===== src/rtl/shift_sequencer_if.sv =====
// Request/response bundle for shift_sequencer.
// The master drives the operand and shift request; the slave returns busy/done, the result and flags.
interface shift_sequencer_if #(
  parameter int unsigned WIDTH = 16,
  parameter int unsigned CNT_W = 4
);
  logic             start;
  logic [WIDTH-1:0] value;
  logic [1:0]       shift;
  logic [CNT_W-1:0] amount;
  logic             busy;
  logic             done;
  logic [WIDTH-1:0] result;
  logic             carry_out;
  logic             zero;

  modport master (
    output start, value, shift, amount,
    input  busy, done, result, carry_out, zero
  );

  modport slave (
    input  start, value, shift, amount,
    output busy, done, result, carry_out, zero
  );
endinterface


===== src/rtl/shift_sequencer.sv =====
// Multi-cycle shifter: one 1-bit shift per clock, result returned with a one-cycle done pulse.
// Optional result flags (carry_out, zero) are enabled by defining SHIFT_SEQ_FLAGS_EN.
module shift_sequencer #(
  parameter int unsigned WIDTH = 16,
  parameter int unsigned CNT_W = 4
) (
  input logic               clk,
  input logic               reset,
  shift_sequencer_if.slave  bus
);

  typedef enum logic [1:0] {StIdle, StShift, StDone} state_e;

  state_e           state_q;
  logic [WIDTH-1:0] data_q;
  logic [WIDTH-1:0] result_q;
  logic [CNT_W-1:0] cnt_q;
  logic [1:0]       op_q;
  logic             busy_q;
  logic             done_q;

  logic [WIDTH-1:0] step_data;
  logic             direct_done;
  logic             last_step;

  // Single 1-bit step of the current operation.
  always_comb begin
    step_data = data_q;
    case (op_q)
      2'b01:   step_data = {data_q[WIDTH-2:0], 1'b0};
      2'b10:   step_data = {1'b0, data_q[WIDTH-1:1]};
      2'b11:   step_data = {data_q[WIDTH-1], data_q[WIDTH-1:1]};
      default: step_data = data_q;
    endcase
  end

  assign direct_done = (bus.amount == '0) || (bus.shift == 2'b00);
  assign last_step   = (cnt_q == CNT_W'(1));

  always_ff @(posedge clk or posedge reset) begin
    if (reset) begin
      state_q  <= StIdle;
      data_q   <= '0;
      result_q <= '0;
      cnt_q    <= '0;
      op_q     <= 2'b00;
      busy_q   <= 1'b0;
      done_q   <= 1'b0;
    end else begin
      done_q <= 1'b0;
      case (state_q)
        StIdle: begin
          if (bus.start) begin
            data_q <= bus.value;
            op_q   <= bus.shift;
            cnt_q  <= bus.amount;
            busy_q <= 1'b1;
            if (direct_done) begin
              state_q  <= StDone;
              done_q   <= 1'b1;
              result_q <= bus.value;
            end else begin
              state_q <= StShift;
            end
          end
        end
        StShift: begin
          data_q <= step_data;
          cnt_q  <= cnt_q - CNT_W'(1);
          if (last_step) begin
            state_q  <= StDone;
            done_q   <= 1'b1;
            result_q <= step_data;
          end
        end
        StDone: begin
          // Any start seen here is dropped; a new request is taken once back in idle.
          state_q <= StIdle;
          busy_q  <= 1'b0;
        end
        default: begin
          state_q <= StIdle;
          busy_q  <= 1'b0;
        end
      endcase
    end
  end

  assign bus.busy   = busy_q;
  assign bus.done   = done_q;
  assign bus.result = result_q;

`ifdef SHIFT_SEQ_FLAGS_EN
  logic carry_q;
  logic zero_q;
  logic step_carry;

  assign step_carry = (op_q == 2'b01) ? data_q[WIDTH-1] : data_q[0];

  always_ff @(posedge clk or posedge reset) begin
    if (reset) begin
      carry_q <= 1'b0;
      zero_q  <= 1'b0;
    end else if (state_q == StIdle && bus.start && direct_done) begin
      carry_q <= 1'b0;
      zero_q  <= (bus.value == '0);
    end else if (state_q == StShift && last_step) begin
      carry_q <= step_carry;
      zero_q  <= (step_data == '0);
    end
  end

  assign bus.carry_out = carry_q;
  assign bus.zero      = zero_q;
`else
  assign bus.carry_out = 1'b0;
  assign bus.zero      = 1'b0;
`endif

endmodule


===== src/flat_wrapper.sv =====
// flat-port wrapper written by rule: the top's interface ports become plain ports
module shift_sequencer_flat 
#(
  parameter int unsigned WIDTH = 16,
  parameter int unsigned CNT_W = 4
)
  (clk, reset, bus_start, bus_value, bus_shift, bus_amount, bus_busy, bus_done, bus_result, bus_carry_out, bus_zero);
  shift_sequencer_if #(.WIDTH(WIDTH), .CNT_W(CNT_W)) bus_i ();
  input logic clk;
  input logic reset;
  input wire logic [$bits(bus_i.start)-1:0] bus_start;
  input wire logic [$bits(bus_i.value)-1:0] bus_value;
  input wire logic [$bits(bus_i.shift)-1:0] bus_shift;
  input wire logic [$bits(bus_i.amount)-1:0] bus_amount;
  output wire logic [$bits(bus_i.busy)-1:0] bus_busy;
  output wire logic [$bits(bus_i.done)-1:0] bus_done;
  output wire logic [$bits(bus_i.result)-1:0] bus_result;
  output wire logic [$bits(bus_i.carry_out)-1:0] bus_carry_out;
  output wire logic [$bits(bus_i.zero)-1:0] bus_zero;
  assign bus_i.start = bus_start;
  assign bus_i.value = bus_value;
  assign bus_i.shift = bus_shift;
  assign bus_i.amount = bus_amount;
  assign bus_busy = bus_i.busy;
  assign bus_done = bus_i.done;
  assign bus_result = bus_i.result;
  assign bus_carry_out = bus_i.carry_out;
  assign bus_zero = bus_i.zero;
  shift_sequencer #(.WIDTH(WIDTH), .CNT_W(CNT_W)) u_core (.clk(clk), .reset(reset), .bus(bus_i));
endmodule

===== config.mk =====
export PLATFORM = sky130hd
export DESIGN_NAME = shift_sequencer_flat
export DESIGN_NICKNAME = d
export VERILOG_FILES = /design/src/rtl/shift_sequencer_if.sv /design/src/rtl/shift_sequencer.sv /design/src/flat_wrapper.sv
export SDC_FILE = /design/constraint.sdc
export NUM_CORES = 1
export LEC_CHECK = 0
export BUFFER_PORTS_ARGS = -buffer_cell sky130_fd_sc_hd__buf_4
export CAP_MARGIN = 15
export CORE_UTILIZATION = 34
export DETAILED_ROUTE_END_ITERATION = 6
export PLACE_DENSITY = 0.56
export SETUP_SLACK_MARGIN = 0.3
export SLEW_MARGIN = 25
export SYNTH_ARGS = -nofsm -noshare
export SYNTH_HDL_FRONTEND = slang
export SYNTH_SLANG_ARGS = --single-unit
export TNS_END_PERCENT = 50

===== constraint.sdc =====
create_clock -name clk -period 1.8 [get_ports clk]
set_input_delay 0.36 -clock clk [delete_from_list [all_inputs] [get_ports clk]]
set_output_delay 0.36 -clock clk [all_outputs]
set_load 0.1 [all_outputs]

# == Yosys cells after proc, flatten, opt, wreduce, memory -nomap -nowiden ==
# Index checks and enable logic that the tools add are counted.
# Widths: inputs -> output; s select.
# classes
addsub,1
mul,0
div,0
magnitude_cmp,0
eq_ne,8
shift,0
mux,19
bitwise_logic,1
reduce_logical,10
# ops
op,count
$mux 16,4
$pmux 16 s2,2
$pmux 16 s3,1
$pmux 4 s2,1
$reduce_and 2->1,4
$mux 2,3
$eq 2x1->1 const B,2
$eq 2x2->1 const B,2
$eq 4x1->1 const B,1
$logic_not 2->1,2
$logic_not 4->1,1
$mux 1,4
$mux 4,1
$ne 2x1->1 const B,2
$pmux 1 s2,2
$pmux 2 s2,1
$reduce_and 4->1,1
$sub 4x1->4 const B,1
$ne 2x2->1 const B,1
$reduce_bool 2->1,1
$logic_or 1x1->1,1
$not 1->1,1
# totals
reg_bits,42
latch_bits,0
ramBits,0
rom_bits,0
input_bits,25
output_inout_bits,20
elab_cells,46
mem_count,0

# == Longest topological paths before layout ==
# Gate-level depths: netlist of the first run.
# depth
ltp_word,5
mapped_depth,6
mapped_depth_nobuf,5

# == Least setup slack after synthesis of the first run ==
# OpenSTA, ideal clock, no wires.
# synth_timing
path_kind,input to register
from,in bus_amount[2]
to,reg u_core.result_q[0] (netlist: u_core.bus.result[0])
setup_ns,0.126
arrival_time_ns,1.462
required_ns,1.674
path_slack_ns,0.212
cell_stages,5
path_buffers,1
path_cell_list,nor4_1 nor2_1 o22ai_4 buf_8 mux2_4
# synth_via
elab_chain_cells,4
# synth_lines
item,line,rtl
"start, declared",flat_wrapper.sv:14,input wire logic [$bits(bus_i.amount)-1:0] bus_amount;
$logic_not 4->1,shift_sequencer.sv:37,assign direct_done = (bus.amount == '0) || (bus.shift == 2'b00);
$logic_or 1x1->1,shift_sequencer.sv:37,
$ne 2x1->1 (no source line),--,
$reduce_and 4->1 (no source line),--,
"end signal, assigned",shift_sequencer.sv:61,result_q <= bus.value;
"end signal, assigned",shift_sequencer.sv:73,result_q <= step_data;
"end, declared",shift_sequencer.sv:16,logic [WIDTH-1:0] result_q;
# Every way passes these cells.
# A chain may end at the register's enable or synchronous reset.

# == Worst setup path after layout of the first run ==
# layout_timing
from,reg u_core.cnt_q[1]
to,reg u_core.result_q[12] (netlist: u_core.bus.result[12])
# layout_via
elab_chain_cells,3
# layout_lines
item,line,rtl
"start, declared",shift_sequencer.sv:17,logic [CNT_W-1:0] cnt_q;
"start signal, assigned",shift_sequencer.sv:56,cnt_q <= bus.amount;
"start signal, assigned",shift_sequencer.sv:69,cnt_q <= cnt_q - CNT_W'(1);
$eq 4x1->1,shift_sequencer.sv:38,assign last_step = (cnt_q == CNT_W'(1));
$ne 2x1->1 (no source line),--,
$reduce_and 4->1 (no source line),--,
# Every way passes these cells.

==> flow_metrics.tcl, run 1 <==
set metrics [dict create \
    r2r_cells 7 \
    placementRows 29 \
    crit_chain "inv_2 -> ha_4 -> nand2_4 -> o22ai_4 -> buf_6 -> buf_12 -> mux2_2" \
    htreeDepth 2 \
    critPathKind "reg -> reg" \
    clk_latency_ns 0.30 \
    drtIter0Drc 111 \
    syn2layout_area_growth_pct 34.2 \
    critPathSlowestCell "dfrtp_1" \
    hold_viol 0 \
    path_clk_slew_ns 0.08 \
    start_util_pct 35.9 \
    drt-total-wl_um 5710 \
    r2r_start "u_core.cnt_q[1]" \
    grt_pass1_vias 1935 \
    path_buf_inv 3 \
    io_buffers 42 \
    required_ns 1.97 \
    timing.rr.end "u_core.bus.result[12]" \
    rsz0062_at_grt "yes" \
    vias 1885 \
    grt-ovfl-total 0 \
    crit_cells 7 \
    drv_cap 0 \
    clock_path_buffers 2 \
    final.setup_skew_ns 0.0132 \
    critPathMaxFanout 5 \
    slew_viol_final 0 \
    fin_crit_ns 1.57 \
    ant_nets 0 \
    status "finished, violations left" \
    cp-end-kind "flop" \
    synth_cell_types 35 \
    cpLargestDelayFamily "flip-flops" \
    avgSynthCellArea_um2 10.4 \
    drc_errors 4 \
    period_share_pct 87.0 \
    layout_common_cells "buf_4 (65), dfrtp_1 (40), o21ai_0 (22), nor2_1 (17), a21oi_1 (17)" \
    routedWlPerCell_um 15.6 \
    layout-drive-gt1-share_pct 43.6 \
    grt_start_max_net_pins 43 \
    layout_commonest_cell "buf_4" \
    fin_tns_setup_ns 0 \
    r2r_slack_ns 0.23 \
    holdWs_ns 0.200 \
    slowest_delay_ns 0.39 \
    yosysSeqAreaShare_pct 45.3 \
    relSlewSlack_pct 63.3 \
    yosys_warnings 0 \
    tightest_slew_ns 0.550 \
    antenna_found_initial 0 \
    fmax_mhz 638 \
    cp-startpoint "u_core.cnt_q[1]" \
    cts_inserted_buffers 5 \
    antenna_cells 0 \
    die_h_um 84.6 \
    setup_violations 0 \
    num_io_pins 45 \
    die_width_um 84.6 \
    cts_tree "built" \
    core-area_um2 6460 \
    cts.sinks 42 \
    syn_inst 224 \
    clockRootBuffer "clkbuf_8" \
    die_area_um2 7150 \
    gp_congestion 0.804 \
    violations "DRC" \
    setup.worst_path.start_class "flop" \
    grt_pass1_wl_um 9680 \
    dr.pass1.iters 7 \
    nets 316 \
    cp_data_arrival_time_ns 1.74 \
    hold_buffers 0 \
    syn-cell-area_um2 2320 \
    via_per_inst 5.15 \
    grt.total_usage_pct 17.3 \
    utilization_pct 48.2 \
    ys_seq_elements 42 \
    timing.critical_path.to "u_core.bus.result[12]" \
    dpl.hpwl_um 3860 \
    min_path_type "in -> async" \
]
flip-flops by register name (all words and copies together), names as in the netlist:
name	cells
u_core.cnt_q	4
u_core.state_q	2
u_core.op_q	2
u_core.bus.busy	1
u_core.data_q	16
u_core.bus.done	1
u_core.bus.result	16
per-layer routing:
layer  share of wire, %  up-vias  GRT usage (%)
li1                   -      936              -
met1                 49      909           24.2
met2                 46       33           27.4
met3                3.0        7           3.34
met4                1.2        0           4.47
met5                  0        -              0
cell type report:
class	instances	area (um2)
multi-input combinational	161	1230
sequential	42	1050
clock buffer	7	76.3
fill	639	3350
tap	77	96.3
timing repair buffer	73	628
inverter	6	22.5
per-stage QoR:
step	setup WS, ns	instances	area [um2]
2_1_floorplan	0.266	225	2350
3_3_place_gp	0.160	346	2820
3_5_place_dp	0.146	346	2820
4_1_cts	0.246	365	3100
5_1_grt	0.139	366	3110
6_report	0.234	366	3110
cells by family (layout without fill, tap and decap cells):
family,Yosys count,in the layout,share of synthesized area [%]
flip-flops,42,42,45.3
adder cells (fa/ha/maj),2,2,1.08
other,1,2,0.162
buffers and inverters,22,86,5.34
XOR/XNOR,1,1,0.378
multiplexers,22,22,11.9
AND/OR/NAND/NOR,62,62,12.4
AO/OA/AOI/OAI,72,72,23.4
worst register-to-register path: cells and delay by family (launching register included):
kind	cells	cell delay (ns)
buffers and inverters	3	0.33
AOI/OAI and AO/OA	1	0.21
DFF	1	0.39
muxes	1	0.33
and+or+nand+nor	1	0.05
adders and majority gates	1	0.13
cell usage after synthesis:
| cell | instances | share of area (%) |
|---|---|---|
| mux2_4 | 8 | 5.2 |
| buf_2 | 9 | 1.9 |
| nor2b_4 | 1 | 0.59 |
| buf_6 | 1 | 0.49 |
| nand3b_1 | 1 | 0.32 |
| o21ai_0 | 22 | 4.7 |
| nand3_1 | 1 | 0.22 |
| a221oi_1 | 1 | 0.38 |
| nor4_1 | 1 | 0.27 |
| nor2b_1 | 4 | 1.1 |
| a32o_1 | 1 | 0.43 |
| a21o_1 | 11 | 3.6 |
| a211oi_1 | 5 | 1.6 |
| xnor2_1 | 1 | 0.38 |
| conb_1 | 1 | 0.16 |
| a221oi_2 | 11 | 7.1 |
| o22ai_4 | 1 | 0.86 |
| o22ai_1 | 2 | 0.54 |
| a21oi_1 | 17 | 3.7 |
| nand2b_1 | 2 | 0.54 |
| or2_2 | 1 | 0.27 |
| a221o_1 | 1 | 0.43 |
| nand2_1 | 17 | 2.8 |
| nor2_2 | 1 | 0.27 |
| mux2i_1 | 1 | 0.43 |
| dfrtp_1 | 42 | 45 |
| mux2_2 | 13 | 6.3 |
| nor3_1 | 12 | 2.6 |
| buf_8 | 1 | 0.65 |
| ha_1 | 2 | 1.1 |
| nor2_1 | 20 | 3.2 |
| or2_1 | 1 | 0.27 |
| inv_1 | 6 | 0.97 |
| clkbuf_1 | 2 | 0.32 |
| buf_4 | 3 | 0.97 |
worst min path at each step:
stage                                from                    end  slack, ns  cells past startpoint
global route                        reset        u_core.cnt_q[0]       0.25                      3
detailed placement  u_core.bus.result[11]  u_core.bus.result[11]       0.50                      1
CTS                                 reset        u_core.cnt_q[0]       0.23                      3
global placement    u_core.bus.result[11]  u_core.bus.result[11]       0.50                      1
floorplan               u_core.data_q[15]      u_core.data_q[15]       0.47                      2
finish                              reset        u_core.cnt_q[0]       0.20                      3
timing repair:
item / 4_1_cts / 5_1_grt
pin swaps: 2 / 0
buffers inserted: 10 / 1
resized for setup: 24 / 0
cloned: 2 / 0
setup endpoints to repair: 33 / 33
Power of run 1 is not shown: default switching activity piles up to over one toggle a cycle in this logic, so the estimate is an artifact.
==> run 2, diff against run 1 <==
BUFFER_PORTS_ARGS = -buffer_cell sky130_fd_sc_hd__buf_2   (was -buffer_cell sky130_fd_sc_hd__buf_4)
CORE_MARGIN = 10   (was unset)
GPL_TIMING_DRIVEN = 0   (was unset)
==> flow_metrics.tcl, run 2 (synthesis gave the netlist of run 1 again) <==
set metrics [dict create \
    dp_cells 348 \
    slowest_delay_ns 0.40 \
    grt_pass1_vias 2110 \
    critPathKind "reg -> reg" \
    gp_congestion 0.780 \
    placementRows 30 \
    cts_tree "built" \
    start_util_pct 34.5 \
    routedWlPerCell_um 17.0 \
    holdWs_ns 0.00558 \
    rsz0062_at_grt "yes" \
    drtIter0Drc 73 \
    dpl.hpwl_um 4340 \
    clock_path_buffers 2 \
    final.setup_skew_ns 0.0110 \
    drv_cap 0 \
    final_cells 387 \
    critPathMaxFanout 5 \
    clockRootBuffer "clkbuf_8" \
    hold_viol 0 \
    vias 2027 \
    grt.total_usage_pct 12.9 \
    slew_viol_final 0 \
    min_path_type "in -> async" \
    nets 333 \
    crit_chain "inv_2 -> ha_4 -> nand2_4 -> o22ai_4 -> buf_12 -> buf_12 -> buf_12 -> mux2_4" \
    layout-drive-gt1-share_pct 50.5 \
    grt-ovfl-total 0 \
    utilization_pct 50.1 \
    cp_data_arrival_time_ns 1.81 \
    status "finished clean" \
    dp_slack_ns -0.0568 \
    cp-end-kind "flop" \
    die_h_um 103 \
    setup.worst_path.start_class "flop" \
    grt_pass1_wl_um 10700 \
    antenna_cells 0 \
    n_fill_cell 598 \
    layout_common_cells "buf_2 (44), dfrtp_1 (40), buf_4 (27), o21ai_0 (17), a21oi_1 (16)" \
    cpLargestDelayFamily "buffers and inverters" \
    required_ns 1.99 \
    critPathSlowestCell "dfrtp_1" \
    via_per_inst 5.24 \
    cts.sinks 42 \
    cts_inserted_buffers 5 \
    die_width_um 103 \
    drc_errors 0 \
    dr.pass1.iters 4 \
    antenna_found_initial 0 \
    ant_nets 0 \
    syn2layout_area_growth_pct 45.1 \
    die_area_um2 10500 \
    io_buffers 42 \
    setup_violations 0 \
    core-area_um2 6720 \
    htreeDepth 2 \
    path_clk_slew_ns 0.09 \
    clk_latency_ns 0.30 \
    drt-total-wl_um 6580 \
    cp_common_cell "buf_12" \
    path_buf_inv 4 \
    fmax_mhz 618 \
    layout_commonest_cell "buf_2" \
    fin_ws_ns 0.183 \
    num_io_pins 45 \
    fin_crit_ns 1.62 \
    period_share_pct 89.8 \
    grt_start_max_net_pins 30 \
]
[run 2: path summary, 6_finish.rpt]
kind	to	depth (start not counted)	start	slack (ns)
max	u_core.bus.result[14]	8	u_core.cnt_q[1]	0.18
min	u_core.cnt_q[2]	2	reset	0.006
max reg2reg	u_core.bus.result[14]	8	u_core.cnt_q[1]	0.18
min reg2reg	u_core.bus.result[12]	1	u_core.bus.result[12]	0.51
max in group asynchronous	u_core.data_q[11]	3	reset	1.32
min in group clk	u_core.op_q[0]	2	bus_shift[0]	0.32
[run 2: metrics by stage]
stage	cell area, um2	setup TNS (ns)
after CTS	3230	0
after detailed placement	2680	-0.446
after floorplan	2350	0
final	3360	0
after global routing	3360	0
after global placement	2660	-9.43
[run 2: final cells by class]
| type | count | area [um2] | share of cell area, % |
|---|---|---|---|
| clock inverter | 2 | 60.1 | 1.79 |
| timing repair buffer | 74 | 549 | 16.3 |
| sequential | 42 | 1050 | 31.3 |
| inverter | 6 | 22.5 | 0.670 |
| clock buffer | 6 | 82.6 | 2.46 |
| multi-input combinational | 161 | 1310 | 39.0 |
| tap | 80 | 100 | 2.98 |
| buffer | 16 | 185 | 5.51 |
[run 2: timing repair]
| action | CTS | global route |
|---|---|---|
| buffers inserted | 21 | 7 |
| hold buffers | 0 | 0 |
| endpoints found under the hold margin | 0 | 0 |
| pin swaps | 11 | 6 |
| resized for setup | 37 | 31 |
| cloned | 2 | 1 |
| setup endpoints to repair | 36 | 35 |
[run 2: metal layers]
metal  GRT usage, %  wire length (um)  vias to the layer above
li1               -                 -                      973
met1           16.2              3010                     1011
met2           21.8              3210                       39
met3           2.41               300                        4
met4           4.01                58                        0
met5              0                 0                        -
Power of run 2 is left out for the same reason.
==> run 3, diff against run 2 <==
CTS_BUF_LIST = sky130_fd_sc_hd__clkbuf_8   (was unset)
REMOVE_ABC_BUFFERS = 1   (was unset)
==> flow_metrics.tcl, run 3 (synthesis gave the netlist of run 1 again) <==
set metrics [dict create \
    status "finished clean" \
    cp_data_arrival_time_ns 1.73 \
    required_ns 1.99 \
    grt-ovfl-total 0 \
    cp-end-kind "flop" \
    grt_start_max_net_pins 29 \
    layout-drive-gt1-share_pct 49.5 \
    placementRows 30 \
    hold_buffers 0 \
    final.setup_skew_ns 0.00665 \
    io_buffers 42 \
    hold_viol 0 \
    ant_nets 0 \
    routedWlPerCell_um 17.6 \
    final_cells 377 \
    layout_commonest_cell "buf_2" \
    vias 2003 \
    grt_pass1_wl_um 10700 \
    rsz0062_at_grt "yes" \
    grt.total_usage_pct 12.7 \
    layout_common_cells "buf_2 (42), dfrtp_1 (37), buf_4 (24), o21ai_0 (22), nor2_1 (16)" \
    setup_violations 0 \
    drt-total-wl_um 6640 \
    antenna_cells 0 \
    fmax_mhz 646 \
    min_path_type "in -> async" \
    critPathMaxFanout 6 \
    clock_path_buffers 2 \
    core-area_um2 6720 \
    syn2layout_area_growth_pct 39.9 \
    path_clk_slew_ns 0.08 \
    cts_inserted_buffers 5 \
    clk_latency_ns 0.30 \
    die_area_um2 10500 \
    dp_cells 333 \
    die_width_um 103 \
    drv_cap 0 \
    fin_crit_ns 1.55 \
    critPathKind "reg -> reg" \
    drc_errors 0 \
    slew_viol_final 0 \
    setup.worst_path.start_class "flop" \
    gp_congestion 0.782 \
    htreeDepth 2 \
    num_io_pins 45 \
    antenna_found_initial 0 \
    grt_pass1_vias 2103 \
    die_h_um 103 \
    start_util_pct 34.5 \
    via_per_inst 5.31 \
    clockRootBuffer "clkbuf_8" \
    dr.pass1.iters 4 \
    cts_tree "built" \
    nets 324 \
    drtIter0Drc 120 \
    r2r_slack_ns 0.25 \
    cts.sinks 42 \
    dpl.hpwl_um 3930 \
    period_share_pct 86.0 \
]
## run 3: cell types whose count changed in the layout (fill, tap and decap cells not counted), moves of 4 or more
cell / change
a221oi_2: -4
a221oi_4: +4
buf_12: -4
mux2_2: -6
mux2_4: +6
nor2_2: -4
o21ai_0: +5
o21ai_1: -4
## run 3: through the flow
step | worst slack (ns) | cell area (um2) | hold slack (ns) | utilization, % | setup TNS (ns)
3_3_place_gp | -0.743 | 2530 | 0.485 | 37.7 | -28.44
6_report | 0.252 | 3240 | 0.0136 | 48.3 | 0
3_5_place_dp | -0.443 | 2570 | 0.354 | 38.2 | -7.97
5_1_grt | 0.197 | 3240 | 0.0549 | 48.3 | 0
4_1_cts | 0.256 | 2970 | 0.0298 | 44.2 | 0
2_1_floorplan | -0.264 | 2220 | 0.468 | - | -3.66
## run 3: final timing paths
kind | endpoint | depth (start not counted) | from
min | u_core.bus.result[8] | 2 | reset
min reg2reg | u_core.bus.result[8] | 1 | u_core.bus.result[8]
max | u_core.bus.result[3] | 6 | u_core.op_q[1]
max reg2reg | u_core.bus.result[3] | 6 | u_core.op_q[1]
max in group asynchronous | u_core.op_q[1] | 3 | reset
min in group clk | u_core.op_q[1] | 2 | bus_shift[1]
## run 3: critical path, cell delays in order, from the launching register on
cell      delay [ns]
dfrtp_4         0.48
buf_6           0.14
nor2b_4         0.05
buf_12          0.14
a221oi_4        0.26
a21oi_1         0.09
mux2_4          0.27
## run 3: cell type report
| cell class | instances | area (um2) |
|---|---|---|
| clock buffers | 5 | 68.8 |
| clock inverters | 2 | 10.0 |
| fillers | 613 | 3470 |
| inverters | 6 | 22.5 |
| multi-input cells | 163 | 1390 |
| flip-flops and latches | 42 | 1060 |
| well taps | 80 | 100 |
| repair buffers | 79 | 591 |
## run 3: what timing repair did
item                                    4_1_cts  5_1_grt
pin swaps                                     4        3
cloned                                        3        0
endpoints found under the setup margin       37       35
gates resized for setup                      33       26
buffers inserted                             21       13
## run 3: metal layers
layer,wire length (um),track usage (%)
met5,0,0
met4,116,4.45
met3,367,2.61
met2,3170,20.7
met1,2990,16.4
Power of run 3 is left out for the same reason.
